$ cat src/rtl/clock_ui_pkg.sv
// Shared types and default timing constants for the alarm-clock button front-end.
package clock_ui_pkg;

  typedef enum logic [1:0] {
    RUN  = 2'd0,
    TSET = 2'd1,
    ASET = 2'd2
  } mode_t;

  localparam int unsigned DB_DEF      = 4;
  localparam int unsigned HOLD_DEF    = 8;
  localparam int unsigned RPT_DEF     = 2;
  localparam int unsigned IDLE_TO_DEF = 32;

endpackage

$ cat src/rtl/clock_btn_ctrl_if.sv
// Button-side interface into the clock core: mode levels and advance enables.
interface clock_btn_ctrl_if;

  logic Timeset;
  logic Alarmset;
  logic Minadv;
  logic Hrsadv;
  logic Dayadv;
  logic Alarmon;

  modport master (output Timeset, Alarmset, Minadv, Hrsadv, Dayadv, Alarmon);
  modport slave  (input  Timeset, Alarmset, Minadv, Hrsadv, Dayadv, Alarmon);

endinterface

$ cat src/rtl/btn_debounce.sv
// Two-flop synchronizer, stability-count debouncer and registered rising-edge pulse.
module btn_debounce #(
  parameter int unsigned DB = 4
) (
  input  logic clk,
  input  logic rst,
  input  logic raw,
  output logic level,
  output logic press
);

  localparam int unsigned CW = $clog2(DB + 1);

  logic          s1;
  logic          s2;
  logic [CW-1:0] cnt;

  // Level flips once the synchronized input has disagreed long enough; press marks a 0->1 flip.
  always_ff @(posedge clk) begin
    if (rst) begin
      s1    <= 1'b0;
      s2    <= 1'b0;
      cnt   <= '0;
      level <= 1'b0;
      press <= 1'b0;
    end else begin
      s1    <= raw;
      s2    <= s1;
      press <= 1'b0;
      if (s2 == level) begin
        cnt <= '0;
      end else if (cnt == CW'(DB)) begin
        level <= s2;
        press <= s2;
        cnt   <= '0;
      end else begin
        cnt <= cnt + CW'(1);
      end
    end
  end

endmodule

$ cat src/rtl/clock_btn_ctrl.sv
// Button front-end: debounces raw buttons, runs the RUN/TSET/ASET mode FSM,
// and generates per-button advance pulses with hold-to-repeat.
module clock_btn_ctrl
  import clock_ui_pkg::*;
#(
  parameter int unsigned DB      = DB_DEF,
  parameter int unsigned HOLD    = HOLD_DEF,
  parameter int unsigned RPT     = RPT_DEF,
  parameter int unsigned IDLE_TO = IDLE_TO_DEF
) (
  input  logic clk,
  input  logic rst,
  input  logic btn_mode,
  input  logic btn_min,
  input  logic btn_hrs,
  input  logic btn_day,
  input  logic btn_alm,
  clock_btn_ctrl_if.master core
);

  localparam int unsigned RW = $clog2(((HOLD > RPT) ? HOLD : RPT) + 1);
  localparam int unsigned IW = $clog2(IDLE_TO + 1);

  logic          mode_lvl, mode_press;
  logic          alm_lvl, alm_press;
  logic [2:0]    adv_lvl, adv_press;   // index 0 = min, 1 = hrs, 2 = day

  mode_t         state, state_nxt;
  logic [IW-1:0] idle_cnt;
  logic [2:0]    rpt_act, rpt_first;
  logic [RW-1:0] rpt_cnt [3];

  logic          any_lvl, timeout, sup;
  logic [2:0]    allow, due, fire;

  btn_debounce #(.DB(DB)) u_db_mode (.clk(clk), .rst(rst), .raw(btn_mode), .level(mode_lvl),   .press(mode_press));
  btn_debounce #(.DB(DB)) u_db_min  (.clk(clk), .rst(rst), .raw(btn_min),  .level(adv_lvl[0]), .press(adv_press[0]));
  btn_debounce #(.DB(DB)) u_db_hrs  (.clk(clk), .rst(rst), .raw(btn_hrs),  .level(adv_lvl[1]), .press(adv_press[1]));
  btn_debounce #(.DB(DB)) u_db_day  (.clk(clk), .rst(rst), .raw(btn_day),  .level(adv_lvl[2]), .press(adv_press[2]));
  btn_debounce #(.DB(DB)) u_db_alm  (.clk(clk), .rst(rst), .raw(btn_alm),  .level(alm_lvl),    .press(alm_press));

  assign any_lvl = mode_lvl | alm_lvl | (|adv_lvl);
  assign timeout = (state != RUN) && (idle_cnt == IW'(IDLE_TO));
  // Any mode transition silences advance pulses and drops repeat state.
  assign sup     = mode_press | timeout;

  always_comb begin
    state_nxt = state;
    if (mode_press) begin
      case (state)
        RUN:     state_nxt = TSET;
        TSET:    state_nxt = ASET;
        default: state_nxt = RUN;
      endcase
    end else if (timeout) begin
      state_nxt = RUN;
    end
  end

  always_comb begin
    case (state)
      TSET:    allow = 3'b111;
      ASET:    allow = 3'b011;
      default: allow = 3'b000;
    endcase
    for (int i = 0; i < 3; i++) begin
      due[i] = rpt_act[i] && adv_lvl[i] &&
               (rpt_cnt[i] == (rpt_first[i] ? RW'(HOLD) : RW'(RPT)));
    end
    fire = sup ? 3'b000 : (allow & (adv_press | due));
  end

  always_ff @(posedge clk) begin
    if (rst) begin
      state         <= RUN;
      idle_cnt      <= '0;
      rpt_act       <= '0;
      rpt_first     <= '0;
      for (int i = 0; i < 3; i++) rpt_cnt[i] <= '0;
      core.Timeset  <= 1'b0;
      core.Alarmset <= 1'b0;
      core.Minadv   <= 1'b0;
      core.Hrsadv   <= 1'b0;
      core.Dayadv   <= 1'b0;
      core.Alarmon  <= 1'b0;
    end else begin
      state         <= state_nxt;
      core.Timeset  <= (state_nxt == TSET);
      core.Alarmset <= (state_nxt == ASET);
      core.Minadv   <= fire[0];
      core.Hrsadv   <= fire[1];
      core.Dayadv   <= fire[2];
      if (alm_press) core.Alarmon <= ~core.Alarmon;

      if (state_nxt == RUN || any_lvl) idle_cnt <= '0;
      else if (idle_cnt != IW'(IDLE_TO)) idle_cnt <= idle_cnt + IW'(1);

      // Per-button repeat: count from the last pulse; first interval HOLD, then RPT.
      for (int i = 0; i < 3; i++) begin
        if (sup || !adv_lvl[i]) begin
          rpt_act[i]   <= 1'b0;
          rpt_first[i] <= 1'b0;
          rpt_cnt[i]   <= '0;
        end else if (fire[i]) begin
          rpt_act[i]   <= 1'b1;
          rpt_first[i] <= adv_press[i];
          rpt_cnt[i]   <= RW'(1);
        end else if (rpt_act[i] && rpt_cnt[i] != '1) begin
          rpt_cnt[i]   <= rpt_cnt[i] + RW'(1);
        end
      end
    end
  end

endmodule

$ cat src/flat_wrapper.sv
// flat-port wrapper written by rule: the top's interface ports become plain ports
module clock_btn_ctrl_flat import clock_ui_pkg::*;
#(
  parameter int unsigned DB      = DB_DEF,
  parameter int unsigned HOLD    = HOLD_DEF,
  parameter int unsigned RPT     = RPT_DEF,
  parameter int unsigned IDLE_TO = IDLE_TO_DEF
)
  (clk, rst, btn_mode, btn_min, btn_hrs, btn_day, btn_alm, core_Timeset, core_Alarmset, core_Minadv, core_Hrsadv, core_Dayadv, core_Alarmon);
  clock_btn_ctrl_if core_i ();
  input  logic clk;
  input  logic rst;
  input  logic btn_mode;
  input  logic btn_min;
  input  logic btn_hrs;
  input  logic btn_day;
  input  logic btn_alm;
  output wire logic [$bits(core_i.Timeset)-1:0] core_Timeset;
  output wire logic [$bits(core_i.Alarmset)-1:0] core_Alarmset;
  output wire logic [$bits(core_i.Minadv)-1:0] core_Minadv;
  output wire logic [$bits(core_i.Hrsadv)-1:0] core_Hrsadv;
  output wire logic [$bits(core_i.Dayadv)-1:0] core_Dayadv;
  output wire logic [$bits(core_i.Alarmon)-1:0] core_Alarmon;
  assign core_Timeset = core_i.Timeset;
  assign core_Alarmset = core_i.Alarmset;
  assign core_Minadv = core_i.Minadv;
  assign core_Hrsadv = core_i.Hrsadv;
  assign core_Dayadv = core_i.Dayadv;
  assign core_Alarmon = core_i.Alarmon;
  clock_btn_ctrl #(.DB(DB), .HOLD(HOLD), .RPT(RPT), .IDLE_TO(IDLE_TO)) u_core (.clk(clk), .rst(rst), .btn_mode(btn_mode), .btn_min(btn_min), .btn_hrs(btn_hrs), .btn_day(btn_day), .btn_alm(btn_alm), .core(core_i));
endmodule
$ cat config.mk
export PLATFORM = sky130hd
export DESIGN_NAME = clock_btn_ctrl_flat
export DESIGN_NICKNAME = d
export VERILOG_FILES = /design/src/rtl/clock_ui_pkg.sv /design/src/rtl/clock_btn_ctrl_if.sv /design/src/rtl/btn_debounce.sv /design/src/rtl/clock_btn_ctrl.sv /design/src/flat_wrapper.sv
export SDC_FILE = /design/constraint.sdc
export NUM_CORES = 1
export LEC_CHECK = 0
export ABC_CLOCK_PERIOD_IN_PS = 1800
export BUFFER_PORTS_ARGS = -buffer_cell sky130_fd_sc_hd__buf_2
export CORE_ASPECT_RATIO = 1.2
export CORE_MARGIN = 1.5
export CORE_UTILIZATION = 55
export DETAILED_ROUTE_END_ITERATION = 16
export PLACE_DENSITY = 0.75
export SETUP_SLACK_MARGIN = 0.3
export SYNTH_ARGS = -nofsm -noshare
export SYNTH_HDL_FRONTEND = slang
export SYNTH_SLANG_ARGS = --single-unit
$ cat constraint.sdc
create_clock -name clk -period 1.8 [get_ports clk]
set_input_delay 0.09 -clock clk [delete_from_list [all_inputs] [get_ports clk]]
set_output_delay 0.09 -clock clk [all_outputs]
set_load 0.02 [all_outputs]
# Word level (Yosys, flattened, before mapping)
# Memories as Yosys holds them, arrays and structs flattened.
# Cells that the tools add are included.
[totals] wordCells=191 memories=1 ram_bits=12 out_inout_bits=6 inputBits=7 ff_bits=55
[op_classes] n_bitwise=25 n_mux=55 reduce_logical=40 eq_ne=22 n_addsub=9
[mem_list] name="u_core.rpt_cnt" depth=3 width=4 read_ports=3 rd_clocked_by_memory_dff=0 wr=3 line_no="clock_btn_ctrl.sv:31" rtl="logic [RW-1:0] rpt_cnt [3];"
[op_table] operator="2-to-1 mux 4 bit" n=12
[op_table] operator="2-to-1 mux 1 bit" n=38
[op_table] operator="OR reduction 3 bit" n=11
[op_table] operator="adder 3 x 1 -> 3 bit, second input constant" n=5
[op_table] operator="== test 3 bit, second input constant" n=5
[op_table] operator="adder 4 x 1 -> 4 bit, second input constant" n=3
[op_table] operator="== test 4 bit" n=3
[op_table] operator="!= test 4 bit, second input constant" n=3
[op_table] operator="OR 1 bit" n=12
[op_table] operator="inverter 1 bit" n=11
[op_table] operator="logical AND 1 bit" n=10
[op_table] operator="AND reduction 2 bit" n=5
[op_table] operator="OR reduction 2 bit" n=4
[op_table] operator="adder 6 x 1 -> 6 bit, second input constant" n=1
[op_table] operator="== test 6 bit, second input constant" n=1
[op_table] operator="!= test 6 bit, second input constant" n=1
[op_table] operator="one-hot mux 3 bit (2 select lines)" n=1
[op_table] operator="== test 1 bit" n=5
[op_table] operator="== test 2 x 1 -> 1 bit, second input constant" n=2
[op_table] operator="== test 2 bit, second input constant" n=2
[op_table] operator="logical NOT 2 bit" n=2
[op_table] operator="logical OR 1 bit" n=4
[op_table] operator="2-to-1 mux 2 bit" n=2
[op_table] operator="one-hot mux 2 bit (2 select lines)" n=1
[op_table] operator="5 further kinds" n=7

# Longest topological paths before layout
[logic_depth] word_depth=12 depth_mapped=6

# Cells and area by module
# From an unflattened synthesis, not the netlist that was laid out.
[hier_totals] cells_unflattened=295 area_unflattened_um2=3103.0
[by_module_without_submodules] mod="clock_btn_ctrl" area_each_um2=1714.1 cells_each=170 instances=1
[by_module_without_submodules] mod="btn_debounce" area_each_um2=277.8 cells_each=25 instances=5

# Worst setup path after synthesis
# Ideal clock, no wire load.
[synth_path] kind="reg-to-reg" start="reg u_core.state[0]" end="mem u_core.rpt_cnt[1][0] (netlist bit), enable pin" required_time_ps=1485 path_stages_with_launch=7 path_buffers=0 arrival_ps=1579 path_slack_ps=-94 cell_sequence="dfxtp_1 inv_1 ha_1 nor4bb_1 o211a_1 a21oi_1 nand4_1"
[synth_rtl] item="start: declaration" line_no="clock_btn_ctrl.sv:28" rtl="mode_t state, state_nxt;"
[synth_rtl] item="start signal: assignment" line_no="clock_btn_ctrl.sv:87" rtl="state <= state_nxt;"
[synth_rtl] item="end: declaration" line_no="clock_btn_ctrl.sv:31"

==> out/summary.txt <==
Asr flop ratio synth - 0%
Post-DR wirelength/cell - 13.9 um
Area of the multi-input gates - 1600 um2
Leakage - 1.48 nW
Register area share after synthesis - 48.8%
Detailed-route DRC error count - 0
Drt via density - 5.45
Total Negative Setup Slacks - 0 ns
Hold crit path type - in2reg
H-tree depth - 3
Dpl ws - 0.0835 ns
Total GRT Usage - 20.6%
Post-Syn Area - 3000 um2
Boundary pin count - 13
Storage cell area - 1480 um2
Number of port buffers - 12
Pwr Density - 745 nW/um2
Final worst clock skew - 0.0111 ns
Post-synthesis register bit count - 67
Initial detailed-routing violation count - 109
Core box area - 5260 um2
Cell row count - 29
CP endpoint kind - register
Final Critical Period - 1.69 ns
CTS buffer count - 9
Final Net Count - 379
Drt total wl - 5830 um
Drt first pass iters - 4
Main flop type after synthesis - dfxtp_1
Syn Nets - 328
Endpoints failing hold - 0
Crit path max-delay family - simple AND/OR/NAND/NOR gates
Synth unique cells - 52
Area grow syn2layout - 26.1%
Share of cells above drive strength 1 - 26.5%
TritonCTS clock tree - built
Initial Utilization - 56.9%
Clock latency on the worst-skew pair - 0.35 ns
Gate Count Post-Synth - 302
Period utilization - 93.9%
Initial antenna violation count - 0
Fin worst setup slack - 0.110 ns
Fill count - 371
Peak VDD IR - 0.000683 V
Buf+Inv Stages, Crit Path - 0
First-pass GRT wire length - 9450 um
Synthesis Warnings - 0
Clk buf depth - 2
Root Driver - clkbuf_8
CP Max Fanout - 4
Commonest non-fill, non-tap cell in the layout - dfxtp_1
CP arrival - 1.74 ns
Final ANT Viol Nets - 0
Critical path, cell by cell - or3b_4 -> a21o_1 -> nand3_2 -> nand4_1
Routability Congestion - 0.837
CP max-delay cell - or3b_4
Worst Tran Pin Value - 0.512 ns
Status - complete, no violations
# diodes - 0
CTS sink count - 67
Max Freq - 592 MHz
Crit Path Category - reg2reg
Largest net degree at the start of global routing - 23
DP HPWL - 3700 um
Die Width - 70.4 um
Final setup fails - 0
Via count - 2289
Most frequent cells in the layout - dfxtp_1 (49), nor2_1 (28), buf_4 (26)
Final Max Tran Viols - 0
Reg clk slew, reported paths - 0.07 ns
Final Cell Area - 3780 um2
Hold Slack - 0.0220 ns
Die area - 5900 um2
Slowest cell delay on critical path - 0.42 ns
Worst Path Required - 1.84 ns
Final Util - 71.8%
Critical Path Source Type - register
Vias in the first global route - 2195
Average size of a mapped cell - 9.92 um2
RSZ-0062 raised after global routing - yes
Placed cell area - 3240 um2
Slew headroom - 65.8%
Gr ovfl total - 0
Post-synth EDFFs - 12
DIE HEIGHT - 83.8 um
Max-cap violations - 0
where the power goes:
part           switching [mW]  internal (mW)  total (mW)
clock network           0.575          0.633        1.21
logic                  0.0368         0.0351      0.0719
registers             0.00664           1.53        1.53
total                   0.618           2.20        2.81
synth_stat cells (3+ instances only):
master     n  area [um2]
dfxtp_1   55        1100
nor2_1    28         105
nand2_1   21        78.8
ha_1      19         238
inv_1     18        67.6
nand3_1   17        85.1
a21oi_1   16        80.1
xnor2_1   13         114
edfxtp_1  12         360
and3_1    11        68.8
nor2b_1   10        62.6
nor3_1     8        40.0
clkbuf_1   6        22.5
mux2i_1    6        60.1
and2_1     5        31.3
nor4b_1    5        43.8
nor3b_1    4        30.0
xor2_1     4        35.0
nand3b_1   3        22.5
nand4_1    3        18.8
o21ai_0    3        15.0
through the flow:
stage               cells  power [mW]
global route          420        2.91
global placement      377        1.63
CTS                   413        2.84
floorplan             302        1.61
detailed placement    377        1.63
finish                420        2.81
cells by family after synthesis:
logic type	count (synthesis)	share of synthesized area, %
simple gates	130	24.6
flops	67	48.8
compound gates	36	8.27
buf+inv	27	3.47
fa+ha+maj	19	7.94
xor+xnor	17	4.97
mux	6	2.01
repair_timing:
action,in CTS,in global routing
endpoints found under the setup margin,26,29
gates cloned,0,0
gates resized for setup,14,16
endpoints found under the hold margin,5,0
buffers inserted,15,7
pin swaps,12,13
hold buffers,5,0
registers in the layout (all words and copies together), names as in the netlist, 2 cells and up:
name	count
u_core.state	2
u_core.u_db_mode.cnt	3
u_core.u_db_alm.cnt	3
u_core.rpt_cnt	12
u_core.rpt_act	3
u_core.u_db_day.cnt	3
u_core.u_db_hrs.cnt	3
u_core.rpt_first	3
u_core.u_db_min.cnt	3
u_core.idle_cnt	6
routing by layer:
layer / share of wire, % / up-vias / global-route usage, %
li1: - / 1154 / -
met1: 46 / 1078 / 25.3
met2: 49 / 45 / 32.8
met3: 3.4 / 12 / 3.62
met4: 2.2 / 0 / 13.8
met5: 0 / - / 0
final timing paths:
check | startpoint | end | slack, ns | cells past startpoint
hold / removal | rst | u_core.core.Dayadv | 0.02 | 2
setup reg to reg | u_core.rpt_cnt[2][3] | u_core.rpt_cnt[2][1] | 0.11 | 4
hold reg to reg | u_core.u_db_min.s1 | u_core.u_db_min.s2 | 0.44 | 1
setup / recovery | u_core.rpt_cnt[2][3] | u_core.rpt_cnt[2][1] | 0.11 | 4
final cells by class:
type | instances | area share [%]
Multi-Input combinational cell | 208 | 42.2
Sequential cell | 67 | 39.1
Clock inverter | 7 | 1.79
Tap cell | 62 | 2.05
Inverter | 19 | 2.02
Timing Repair Buffer | 48 | 9.57
Clock buffer | 9 | 3.28
(Power assumes the default switching activity.)
